===== src/rtl/control_sequencer_if.sv =====
// control_sequencer_if: control bundle between the hardwired sequencer and the single-bus datapath
interface control_sequencer_if #(parameter int OP_WIDTH = 5, parameter int IR_WIDTH = 32);
   logic [IR_WIDTH-1:0] IR;
   logic CON_FF, mem_done, stop, run, illegal;
   logic PCout, PCin, IncPC, MARin, MDRin, MDRout, Read, Write, IRin;
   logic Yin, Zin, Zhighout, Zlowout, HIin, LOin, HIout, LOout, Cout, CONin, InPortout, OutPortin;
   logic Gra, Grb, Grc, Rin, Rout, BAout, link_sel;
   logic [OP_WIDTH-1:0] alu_op;
   modport master (
      input IR, CON_FF, mem_done, stop,
      output PCout, PCin, IncPC, MARin, MDRin, MDRout, Read, Write, IRin,
      output Yin, Zin, Zhighout, Zlowout, HIin, LOin, HIout, LOout, Cout, CONin, InPortout, OutPortin,
      output Gra, Grb, Grc, Rin, Rout, BAout, link_sel, alu_op, run, illegal
   );
   modport slave (
      output IR, CON_FF, mem_done, stop,
      input PCout, PCin, IncPC, MARin, MDRin, MDRout, Read, Write, IRin,
      input Yin, Zin, Zhighout, Zlowout, HIin, LOin, HIout, LOout, Cout, CONin, InPortout, OutPortin,
      input Gra, Grb, Grc, Rin, Rout, BAout, link_sel, alu_op, run, illegal
   );
endinterface


===== src/rtl/control_sequencer.sv =====
// control_sequencer: hardwired T0-T7 control unit for the single-bus RISC datapath.
// Define ILLEGAL_TRAP_EN to trap opcodes 11011-11111 into HALT with illegal=1; otherwise they act as nop.
module control_sequencer #(parameter int OP_WIDTH = 5, parameter int IR_WIDTH = 32) (
   input logic clk,
   input logic clr,
   control_sequencer_if.master cs
);
   typedef enum logic [3:0] {T0, T1, T2, T3, T4, T5, T6, T7, HALT} state_t;
   localparam logic [OP_WIDTH-1:0] ADD = OP_WIDTH'(3);
   state_t state_q, state_d;
   logic stop_q, stop_d, illegal_q, illegal_d, last;
   logic [OP_WIDTH-1:0] op;
   logic ld, ldi, st, mem_cls, alu_r, alu_i, muldiv, negnot, br, jr, jal, halt;
   assign op = cs.IR[IR_WIDTH-1 -: OP_WIDTH];
   assign ld = op == 5'd0;
   assign ldi = op == 5'd1;
   assign st = op == 5'd2;
   assign mem_cls = ld | ldi | st;
   assign alu_r = op inside {[5'd3:5'd10]};
   assign alu_i = op inside {[5'd11:5'd13]};
   assign muldiv = op inside {5'd14, 5'd15};
   assign negnot = op inside {5'd16, 5'd17};
   assign br = op == 5'd18;
   assign jr = op == 5'd19;
   assign jal = op == 5'd20;
   assign halt = op == 5'd26;
`ifdef ILLEGAL_TRAP_EN
   logic ill;
   assign ill = op inside {[5'd27:5'd31]};
`endif
   assign cs.run = clr | (state_q != HALT);
   assign cs.illegal = illegal_q;
   always_comb begin
      {cs.PCout, cs.PCin, cs.IncPC, cs.MARin, cs.MDRin, cs.MDRout, cs.Read, cs.Write, cs.IRin,
       cs.Yin, cs.Zin, cs.Zhighout, cs.Zlowout, cs.HIin, cs.LOin, cs.HIout, cs.LOout, cs.Cout,
       cs.CONin, cs.InPortout, cs.OutPortin, cs.Gra, cs.Grb, cs.Grc, cs.Rin, cs.Rout, cs.BAout,
       cs.link_sel} = '0;
      cs.alu_op = '0;
      state_d = state_q;
      illegal_d = illegal_q;
      last = 1'b0;
      if (!clr)
         case (state_q)
            T0: begin
               {cs.PCout, cs.MARin, cs.IncPC, cs.Zin} = '1;
               state_d = T1;
            end
            T1: begin
               {cs.Zlowout, cs.PCin, cs.Read, cs.MDRin} = '1;
               if (cs.mem_done) state_d = T2;
            end
            T2: begin
               {cs.MDRout, cs.IRin} = '1;
               state_d = T3;
            end
            HALT: ;
            default: begin
               state_d = state_t'(state_q + 4'd1);
               // ldi, ld and st share the base-plus-offset address add in T3-T5
               if (mem_cls)
                  case (state_q)
                     T3: {cs.Grb, cs.BAout, cs.Yin} = '1;
                     T4: begin {cs.Cout, cs.Zin} = '1; cs.alu_op = ADD; end
                     T5: begin cs.Zlowout = 1'b1; cs.Gra = ldi; cs.Rin = ldi; cs.MARin = !ldi; last = ldi; end
                     T6: begin
                        cs.MDRin = 1'b1; cs.Read = ld; cs.Gra = st; cs.Rout = st;
                        if (ld && !cs.mem_done) state_d = T6;
                     end
                     default: begin
                        cs.MDRout = ld; cs.Gra = ld; cs.Rin = ld; cs.Write = st;
                        last = ld | cs.mem_done;
                        if (!last) state_d = T7;
                     end
                  endcase
               else if (alu_r | alu_i)
                  case (state_q)
                     T3: {cs.Grb, cs.Rout, cs.Yin} = '1;
                     T4: begin cs.Grc = alu_r; cs.Rout = alu_r; cs.Cout = alu_i; cs.Zin = 1'b1; cs.alu_op = op; end
                     default: begin {cs.Zlowout, cs.Gra, cs.Rin} = '1; last = 1'b1; end
                  endcase
               else if (muldiv)
                  case (state_q)
                     T3: {cs.Gra, cs.Rout, cs.Yin} = '1;
                     T4: begin {cs.Grb, cs.Rout, cs.Zin} = '1; cs.alu_op = op; end
                     T5: {cs.Zlowout, cs.LOin} = '1;
                     default: begin {cs.Zhighout, cs.HIin} = '1; last = 1'b1; end
                  endcase
               else if (negnot) begin
                  if (state_q == T3) begin {cs.Grb, cs.Rout, cs.Zin} = '1; cs.alu_op = op; end
                  else begin {cs.Zlowout, cs.Gra, cs.Rin} = '1; last = 1'b1; end
               end
               else if (br)
                  case (state_q)
                     T3: {cs.Gra, cs.Rout, cs.CONin} = '1;
                     T4: {cs.PCout, cs.Yin} = '1;
                     T5: begin {cs.Cout, cs.Zin} = '1; cs.alu_op = ADD; end
                     default: begin cs.Zlowout = cs.CON_FF; cs.PCin = cs.CON_FF; last = 1'b1; end
                  endcase
               else if (jal && state_q == T3) {cs.PCout, cs.Rin, cs.link_sel} = '1;
               else if (jal | jr) begin {cs.Gra, cs.Rout, cs.PCin} = '1; last = 1'b1; end
               else if (halt) state_d = HALT;
`ifdef ILLEGAL_TRAP_EN
               else if (ill) begin illegal_d = 1'b1; state_d = HALT; end
`endif
               else begin
                  cs.InPortout = op == 5'd21;
                  cs.OutPortin = op == 5'd22;
                  cs.HIout = op == 5'd23;
                  cs.LOout = op == 5'd24;
                  cs.Gra = op inside {[5'd21:5'd24]};
                  cs.Rin = op inside {5'd21, 5'd23, 5'd24};
                  cs.Rout = op == 5'd22;
                  last = 1'b1;
               end
            end
         endcase
      // a stop seen mid-instruction is held until the instruction's final step
      stop_d = !last & (stop_q | cs.stop);
      if (last) state_d = (stop_q | cs.stop) ? HALT : T0;
   end
   always_ff @(posedge clk or posedge clr)
      if (clr) begin
         state_q <= T0;
         stop_q <= 1'b0;
         illegal_q <= 1'b0;
      end else begin
         state_q <= state_d;
         stop_q <= stop_d;
         illegal_q <= illegal_d;
      end
endmodule


===== src/flat_wrapper.sv =====
// flat-port wrapper written by rule: the top's interface ports become plain ports
module control_sequencer_flat 
#(parameter int OP_WIDTH = 5, parameter int IR_WIDTH = 32)
  (clk, clr, cs_IR, cs_CON_FF, cs_mem_done, cs_stop, cs_PCout, cs_PCin, cs_IncPC, cs_MARin, cs_MDRin, cs_MDRout, cs_Read, cs_Write, cs_IRin, cs_Yin, cs_Zin, cs_Zhighout, cs_Zlowout, cs_HIin, cs_LOin, cs_HIout, cs_LOout, cs_Cout, cs_CONin, cs_InPortout, cs_OutPortin, cs_Gra, cs_Grb, cs_Grc, cs_Rin, cs_Rout, cs_BAout, cs_link_sel, cs_alu_op, cs_run, cs_illegal);
  control_sequencer_if #(.OP_WIDTH(OP_WIDTH), .IR_WIDTH(IR_WIDTH)) cs_i ();
  input logic clk;
  input logic clr;
  input wire logic [$bits(cs_i.IR)-1:0] cs_IR;
  input wire logic [$bits(cs_i.CON_FF)-1:0] cs_CON_FF;
  input wire logic [$bits(cs_i.mem_done)-1:0] cs_mem_done;
  input wire logic [$bits(cs_i.stop)-1:0] cs_stop;
  output wire logic [$bits(cs_i.PCout)-1:0] cs_PCout;
  output wire logic [$bits(cs_i.PCin)-1:0] cs_PCin;
  output wire logic [$bits(cs_i.IncPC)-1:0] cs_IncPC;
  output wire logic [$bits(cs_i.MARin)-1:0] cs_MARin;
  output wire logic [$bits(cs_i.MDRin)-1:0] cs_MDRin;
  output wire logic [$bits(cs_i.MDRout)-1:0] cs_MDRout;
  output wire logic [$bits(cs_i.Read)-1:0] cs_Read;
  output wire logic [$bits(cs_i.Write)-1:0] cs_Write;
  output wire logic [$bits(cs_i.IRin)-1:0] cs_IRin;
  output wire logic [$bits(cs_i.Yin)-1:0] cs_Yin;
  output wire logic [$bits(cs_i.Zin)-1:0] cs_Zin;
  output wire logic [$bits(cs_i.Zhighout)-1:0] cs_Zhighout;
  output wire logic [$bits(cs_i.Zlowout)-1:0] cs_Zlowout;
  output wire logic [$bits(cs_i.HIin)-1:0] cs_HIin;
  output wire logic [$bits(cs_i.LOin)-1:0] cs_LOin;
  output wire logic [$bits(cs_i.HIout)-1:0] cs_HIout;
  output wire logic [$bits(cs_i.LOout)-1:0] cs_LOout;
  output wire logic [$bits(cs_i.Cout)-1:0] cs_Cout;
  output wire logic [$bits(cs_i.CONin)-1:0] cs_CONin;
  output wire logic [$bits(cs_i.InPortout)-1:0] cs_InPortout;
  output wire logic [$bits(cs_i.OutPortin)-1:0] cs_OutPortin;
  output wire logic [$bits(cs_i.Gra)-1:0] cs_Gra;
  output wire logic [$bits(cs_i.Grb)-1:0] cs_Grb;
  output wire logic [$bits(cs_i.Grc)-1:0] cs_Grc;
  output wire logic [$bits(cs_i.Rin)-1:0] cs_Rin;
  output wire logic [$bits(cs_i.Rout)-1:0] cs_Rout;
  output wire logic [$bits(cs_i.BAout)-1:0] cs_BAout;
  output wire logic [$bits(cs_i.link_sel)-1:0] cs_link_sel;
  output wire logic [$bits(cs_i.alu_op)-1:0] cs_alu_op;
  output wire logic [$bits(cs_i.run)-1:0] cs_run;
  output wire logic [$bits(cs_i.illegal)-1:0] cs_illegal;
  assign cs_i.IR = cs_IR;
  assign cs_i.CON_FF = cs_CON_FF;
  assign cs_i.mem_done = cs_mem_done;
  assign cs_i.stop = cs_stop;
  assign cs_PCout = cs_i.PCout;
  assign cs_PCin = cs_i.PCin;
  assign cs_IncPC = cs_i.IncPC;
  assign cs_MARin = cs_i.MARin;
  assign cs_MDRin = cs_i.MDRin;
  assign cs_MDRout = cs_i.MDRout;
  assign cs_Read = cs_i.Read;
  assign cs_Write = cs_i.Write;
  assign cs_IRin = cs_i.IRin;
  assign cs_Yin = cs_i.Yin;
  assign cs_Zin = cs_i.Zin;
  assign cs_Zhighout = cs_i.Zhighout;
  assign cs_Zlowout = cs_i.Zlowout;
  assign cs_HIin = cs_i.HIin;
  assign cs_LOin = cs_i.LOin;
  assign cs_HIout = cs_i.HIout;
  assign cs_LOout = cs_i.LOout;
  assign cs_Cout = cs_i.Cout;
  assign cs_CONin = cs_i.CONin;
  assign cs_InPortout = cs_i.InPortout;
  assign cs_OutPortin = cs_i.OutPortin;
  assign cs_Gra = cs_i.Gra;
  assign cs_Grb = cs_i.Grb;
  assign cs_Grc = cs_i.Grc;
  assign cs_Rin = cs_i.Rin;
  assign cs_Rout = cs_i.Rout;
  assign cs_BAout = cs_i.BAout;
  assign cs_link_sel = cs_i.link_sel;
  assign cs_alu_op = cs_i.alu_op;
  assign cs_run = cs_i.run;
  assign cs_illegal = cs_i.illegal;
  control_sequencer #(.OP_WIDTH(OP_WIDTH), .IR_WIDTH(IR_WIDTH)) u_core (.clk(clk), .clr(clr), .cs(cs_i));
endmodule

===== config.mk =====
export PLATFORM = sky130hd
export DESIGN_NAME = control_sequencer_flat
export DESIGN_NICKNAME = d
export VERILOG_FILES = /design/src/rtl/control_sequencer_if.sv /design/src/rtl/control_sequencer.sv /design/src/flat_wrapper.sv
export SDC_FILE = /design/constraint.sdc
export NUM_CORES = 1
export LEC_CHECK = 0
export ABC_AREA = 1
export BUFFER_PORTS_ARGS = -buffer_cell sky130_fd_sc_hd__buf_4
export CORE_UTILIZATION = 45
export CTS_BUF_LIST = sky130_fd_sc_hd__clkbuf_8
export DETAILED_ROUTE_END_ITERATION = 10
export GPL_ROUTABILITY_DRIVEN = 0
export HOLD_SLACK_MARGIN = 0.06
export PLACE_DENSITY = 0.76
export SLEW_MARGIN = 20
export SYNTH_ARGS = -nofsm -noshare
export SYNTH_HDL_FRONTEND = slang
export SYNTH_SLANG_ARGS = --single-unit

===== constraint.sdc =====
create_clock -name clk -period 4.85 [get_ports clk]
set_input_delay 0.97 -clock clk [delete_from_list [all_inputs] [get_ports clk]]
set_output_delay 0.97 -clock clk [all_outputs]
set_load 0.01 [all_outputs]

## Word-level counts from Yosys, hierarchy flattened

Cells that the tools add are included.

| word-level totals | value |
|---|---|
| register bits | 5 |
| input port bits | 37 |
| output and inout port bits | 35 |
| word-level logic and storage cells | 290 |

| cells by class | value |
|---|---|
| add/subtract/negate cells | 1 |
| order comparisons | 6 |
| equality and inequality tests | 25 |
| mux-type cells | 226 |
| bitwise operators | 8 |
| reduce and logical (&&, ||, !) cells | 22 |

Operator list:

| operator | number |
|---|---|
| $mux 1 | 187 |
| $mux 4 | 14 |
| $eq 5x5->1 const B | 10 |
| $mux 5 | 9 |
| $pmux 1 s2 | 11 |
| $pmux 4 s4 | 1 |
| $reduce_or 3->1 | 5 |
| $eq 4x3->1 const B | 3 |
| $eq 5x4->1 const B | 2 |
| $le 5x4->1 const B | 2 |
| $eq 4x2->1 const B | 2 |
| $pmux 4 s2 | 1 |
| $reduce_or 4->1 | 2 |
| $or 1x1->1 | 7 |
| $eq 5x1->1 const B | 1 |
| $eq 5x2->1 const B | 1 |
| $ge 5x2->1 const B | 1 |
| $ge 5x4->1 const B | 1 |
| $ge 5x5->1 const B | 1 |
| $le 5x5->1 const B | 1 |
| $logic_and 1x1->1 | 5 |
| $logic_not 5->1 | 1 |
| $add 4x1->4 const B | 1 |
| $eq 4x1->1 const B | 1 |
| 13 further kinds | 18 |

## Depth between registers and ports, before layout

| depth | value |
|---|---|
| word-level depth | 13 |
| mapped depth | 13 |
| mapped depth without buffers | 13 |

## Worst setup path before layout

OpenSTA, ideal clock, no wires.

| timing | value |
|---|---|
| kind | input -> output |
| start | input port clr |
| end | output port cs_Zhighout |
| arrival | 2.440 ns |
| data required time | 3.880 ns |
| path slack | 1.440 ns |
| cell stages on the path | 9 |
| buffers on the path | 2 |
| cells stage by stage | clkbuf_1 > inv_1 > nand3_2 > nor2_4 > inv_1 > nor2_2 > inv_2 > nor3_1 > buf_4 |

| on the way | value |
|---|---|
| longest elaborated chain between the ends | 1 |

Ends and longest elaborated chain:

| item | line | RTL |
|---|---|---|
| start: declaration | flat_wrapper.sv:7 | `input logic clr;` |
| $mux 1 | - |  |
| end: declaration | flat_wrapper.sv:23 | `output wire logic [$bits(cs_i.Zhighout)-1:0] cs_Zhighout;` |

Every way passes these cells.

## Final worst setup path

| timing | value |
|---|---|
| start | input port clr |
| end | output port cs_Zhighout |

| on the way | value |
|---|---|
| longest elaborated chain between the ends | 1 |

Ends and longest elaborated chain:

| item | line | RTL |
|---|---|---|
| $mux 1 | control_sequencer.sv:42 | `if (!clr)` |

Every way passes these cells.

==> metrics.md <==
| Metric | Value |
|---|---|
| Post-route ant nets | `0` |
| CTS max path bufs | `2` |
| Async SR Flop Fraction | `100%` |
| CTS Buf Count | `3` |
| CTS sink count | `5` |
| Number of global-route vias before repair | `1575` |
| Hold path cells | `2` |
| Worst-path clk slew | `0.04 ns` |
| Avg WL per Cell | `11.9 um` |
| Routed WL | `4.09 mm` |
| WHS | `0.502 ns` |
| Reg2reg path depth | `12` |
| CP Launch Point | `clr` |
| Syn_area_per_cell | `5.18 um^2` |
| Max VDD drop | `0.399 mV` |
| Nets | `354` |
| # placed instances | `339` |
| Share of cells above drive strength 1 | `23.4%` |
| H-tree level count | `1` |
| EDFF count, synth | `0` |
| Setup Skew | `0.00122 ns` |
| Sequential power share | `10.8%` |
| Post-layout util | `61.9%` |
| Root Driver | `clkbuf_8` |
| Leakage | `1.03 nW` |
| Port Buffers | `43` |
| Setup CP Type | `input port to output port` |
| Critical Path End Type | `output port` |
| Post-Synthesis Cells | `271` |
| CP max-delay cell | `nor2_4` |
| Synthesized net count | `312` |
| First drt pass iteration count | `8` |
| Core box area | `2850 um^2` |
| Via count | `1793` |
| Global-route wire length before repair | `6.88 mm` |
| Final Hold Viols | `0` |
| Post-layout worst setup margin | `1.11 ns` |
| # setup viols final | `0` |
| Synth Cell Area | `1400 um^2` |
| Antenna Cells | `0` |
| Starting Density | `49.2%` |
| Register bit count reported by yosys | `5` |
| Initial antenna violation count | `0` |
| Hold WC Path Type | `flip-flop to flip-flop` |
| Unrepaired setup endpoints after global routing | `no` |
| Area taken by flip-flops and latches | `125 um^2` |
| DRC | `4` |
| Worst r2r src | `u_core.state_q[0]$_DFFE_PP0P_` |
| CTS tree | `built` |
| Largest net degree at the start of global routing | `13` |
| Vias/cell | `5.23` |
| Max incr delay on CP | `0.32 ns` |
| Slew @ Worst Pin | `0.562 ns` |
| Critical Path RT | `3.88 ns` |
| Buffers inserted by post-CTS timing repair | `0` |
| Final Cycle Share | `77.1%` |
| Worst path cell trace | `buf_4, inv_1, nand3_2, nor2_4, inv_1, nor2_2, inv_2, nor3_1, buf_4` |
| Half-perimeter wire length after placement | `3.41 mm` |
| Hold Startpoint | `u_core.stop_q$_DFF_PP0_` |
| Cell Rows | `19` |
| Die Ht | `57.8 um` |
| WP data arrival | `2.77 ns` |
| CP Launch Type | `input port` |
| Placement Setup Slack | `1.11 ns` |
| Max Clk Rate | `267 MHz` |
| I/O pin count | `72` |
| Die area | `3340 um^2` |
| 1st-iter DRT viols | `131` |
| Resize count post-CTS | `0` |
| Sequential area share after synthesis | `8.92%` |
| Slew Viols, Final | `0` |
| Grt total ovfl | `0` |
| Predominant post-synthesis flop cell | `dfrtp_1` |
| Clock power share | `9.7%` |
| Comb pwr share | `79.6%` |
| Failing checks | `design-rule violations` |
| Int Power | `0.347 mW` |
| Status | `complete, but fails checks` |
| Net Sw Frac | `54.6%` |
| P_sw | `0.418 mW` |
| Post-synth cell types | `31` |
| Clk_lat worst skew | `0.22 ns` |
| Power Density | `433 nW/um^2` |
| Multi-input logic area | `1060 um^2` |
| Gr usage total | `25.2%` |
| Setup TNS | `0 ns` |
| Max-slew headroom | `62.2%` |
| Crit Path Max Fanout | `12` |
| Total of warnings raised by yosys | `0` |
| Chip width | `57.8 um` |
| Finished Layout Cells | `343` |
| Cts hold-fix bufs | `0` |
| Area Growth Syn to Fin | `26.0%` |
| Max-Cap Viols | `0` |
| Fillers | `295` |
| Min cycle time layout | `3.74 ns` |
path summary, 6_finish.rpt:
kind / slack [ns] / endpoint
max in group asynchronous: 3.83 / u_core.state_q[2]$_DFFE_PP0P_
min in group asynchronous: 0.77 / u_core.state_q[1]$_DFFE_PP0P_
min reg2reg: 0.50 / u_core.stop_q$_DFF_PP0_
min: 0.50 / u_core.stop_q$_DFF_PP0_
max reg2reg: 2.86 / u_core.state_q[3]$_DFFE_PP0P_
max: 1.11 / cs_Zhighout
placed cells by master, fill, tap and decap left out:
| cell type | Yosys | routed |
|---|---|---|
| o21ai_0 | 10 | 10 |
| nand4_2 | 1 | 1 |
| a21oi_1 | 15 | 15 |
| buf_4 | 3 | 43 |
| xor2_1 | 1 | 1 |
| nand2_4 | 1 | 1 |
| nor2_2 | 7 | 7 |
| nand3_2 | 4 | 4 |
| a21oi_2 | 2 | 2 |
| ha_1 | 4 | 4 |
| xnor2_1 | 1 | 1 |
| o221ai_1 | 1 | 1 |
| nand3b_1 | 1 | 1 |
| nor2_1 | 46 | 46 |
| dfrtp_1 | 5 | 5 |
| nor3_1 | 11 | 11 |
| inv_2 | 5 | 5 |
| nor2_4 | 2 | 2 |
| nand2_2 | 4 | 4 |
| a21oi_4 | 1 | 1 |
| nand2_1 | 65 | 65 |
| a31oi_1 | 2 | 2 |
| o22ai_1 | 1 | 1 |
| conb_1 | 1 | 1 |
| a21boi_1 | 1 | 1 |
| nand3_1 | 31 | 31 |
| clkbuf_8 | 0 | 3 |
| a22oi_1 | 1 | 1 |
| inv_1 | 41 | 42 |
cell families after synthesis:
group,after synthesis,share of synthesized area (%)
xor gates and xnor gates,2,1.25
DFF,5,8.92
and+or+nand+nor,173,56.3
adders and majority gates,4,3.57
other,1,0.267
buffers and inverters,52,15.3
AOI/OAI and AO/OA,34,14.4
metrics by stage:
step | area [um^2] | total power, mW
floorplan | 1400 | 0.517
global placement | 1720 | 0.684
detailed placement | 1720 | 0.690
CTS | 1770 | 0.766
global route | 1770 | 0.849
finish | 1770 | 0.765
flip-flops by register name (all words and copies together) (netlist names):
signal          flops
u_core.state_q      4
u_core.stop_q       1
power by group through the flow:
stage	combinational, mW	clock (mW)	sequential, mW
6_report	0.609	0.0738	0.0824
5_1_grt	0.685	0.0796	0.0840
4_1_cts	0.609	0.0755	0.0822
3_5_place_dp	0.607	0	0.0827
3_3_place_gp	0.602	0	0.0819
2_1_floorplan	0.442	0	0.0750
synthesized netlist by cell type (2+ instances only):
cell | instances | share of area (%)
nand3_1 | 31 | 11
nor2_2 | 7 | 3.1
inv_1 | 41 | 11
nor3_1 | 11 | 3.9
dfrtp_1 | 5 | 8.9
inv_2 | 5 | 1.3
o21ai_0 | 10 | 3.6
a21oi_2 | 2 | 1.2
a21oi_1 | 15 | 5.4
nor2_1 | 46 | 12
ha_1 | 4 | 3.6
nand2_1 | 65 | 17
nand3_2 | 4 | 2.9
buf_4 | 3 | 1.6
a31oi_1 | 2 | 0.89
nor2_4 | 2 | 1.6
nand2_2 | 4 | 1.8
cell type report:
class	instances	area share, %
inverter	46	9.77
timing repair buffer	43	18.3
tap	31	2.20
sequential	5	7.08
clock inverter	1	0.212
multi-input combinational	214	60.1
clock buffer	3	2.34
routing by layer:
| metal | track usage [%] | wire length, um | vias up | part of all wire, % |
|---|---|---|---|---|
| met5 | 0 | 0 | - | 0 |
| met1 | 38.4 | 1990 | 760 | 49 |
| met3 | 2.23 | 387 | 2 | 9.5 |
| met4 | 3.06 | 16 | 0 | 0.39 |
| li1 | - | - | 938 | - |
| met2 | 39.6 | 1700 | 93 | 41 |
critical path, delay by kind of cell:
| kind | cells | cell delay [ns] |
|---|---|---|
| buf+inv | 5 | 0.83 |
| simple gates | 4 | 0.97 |
No activity file was read; power rests on OpenSTA's default activity.
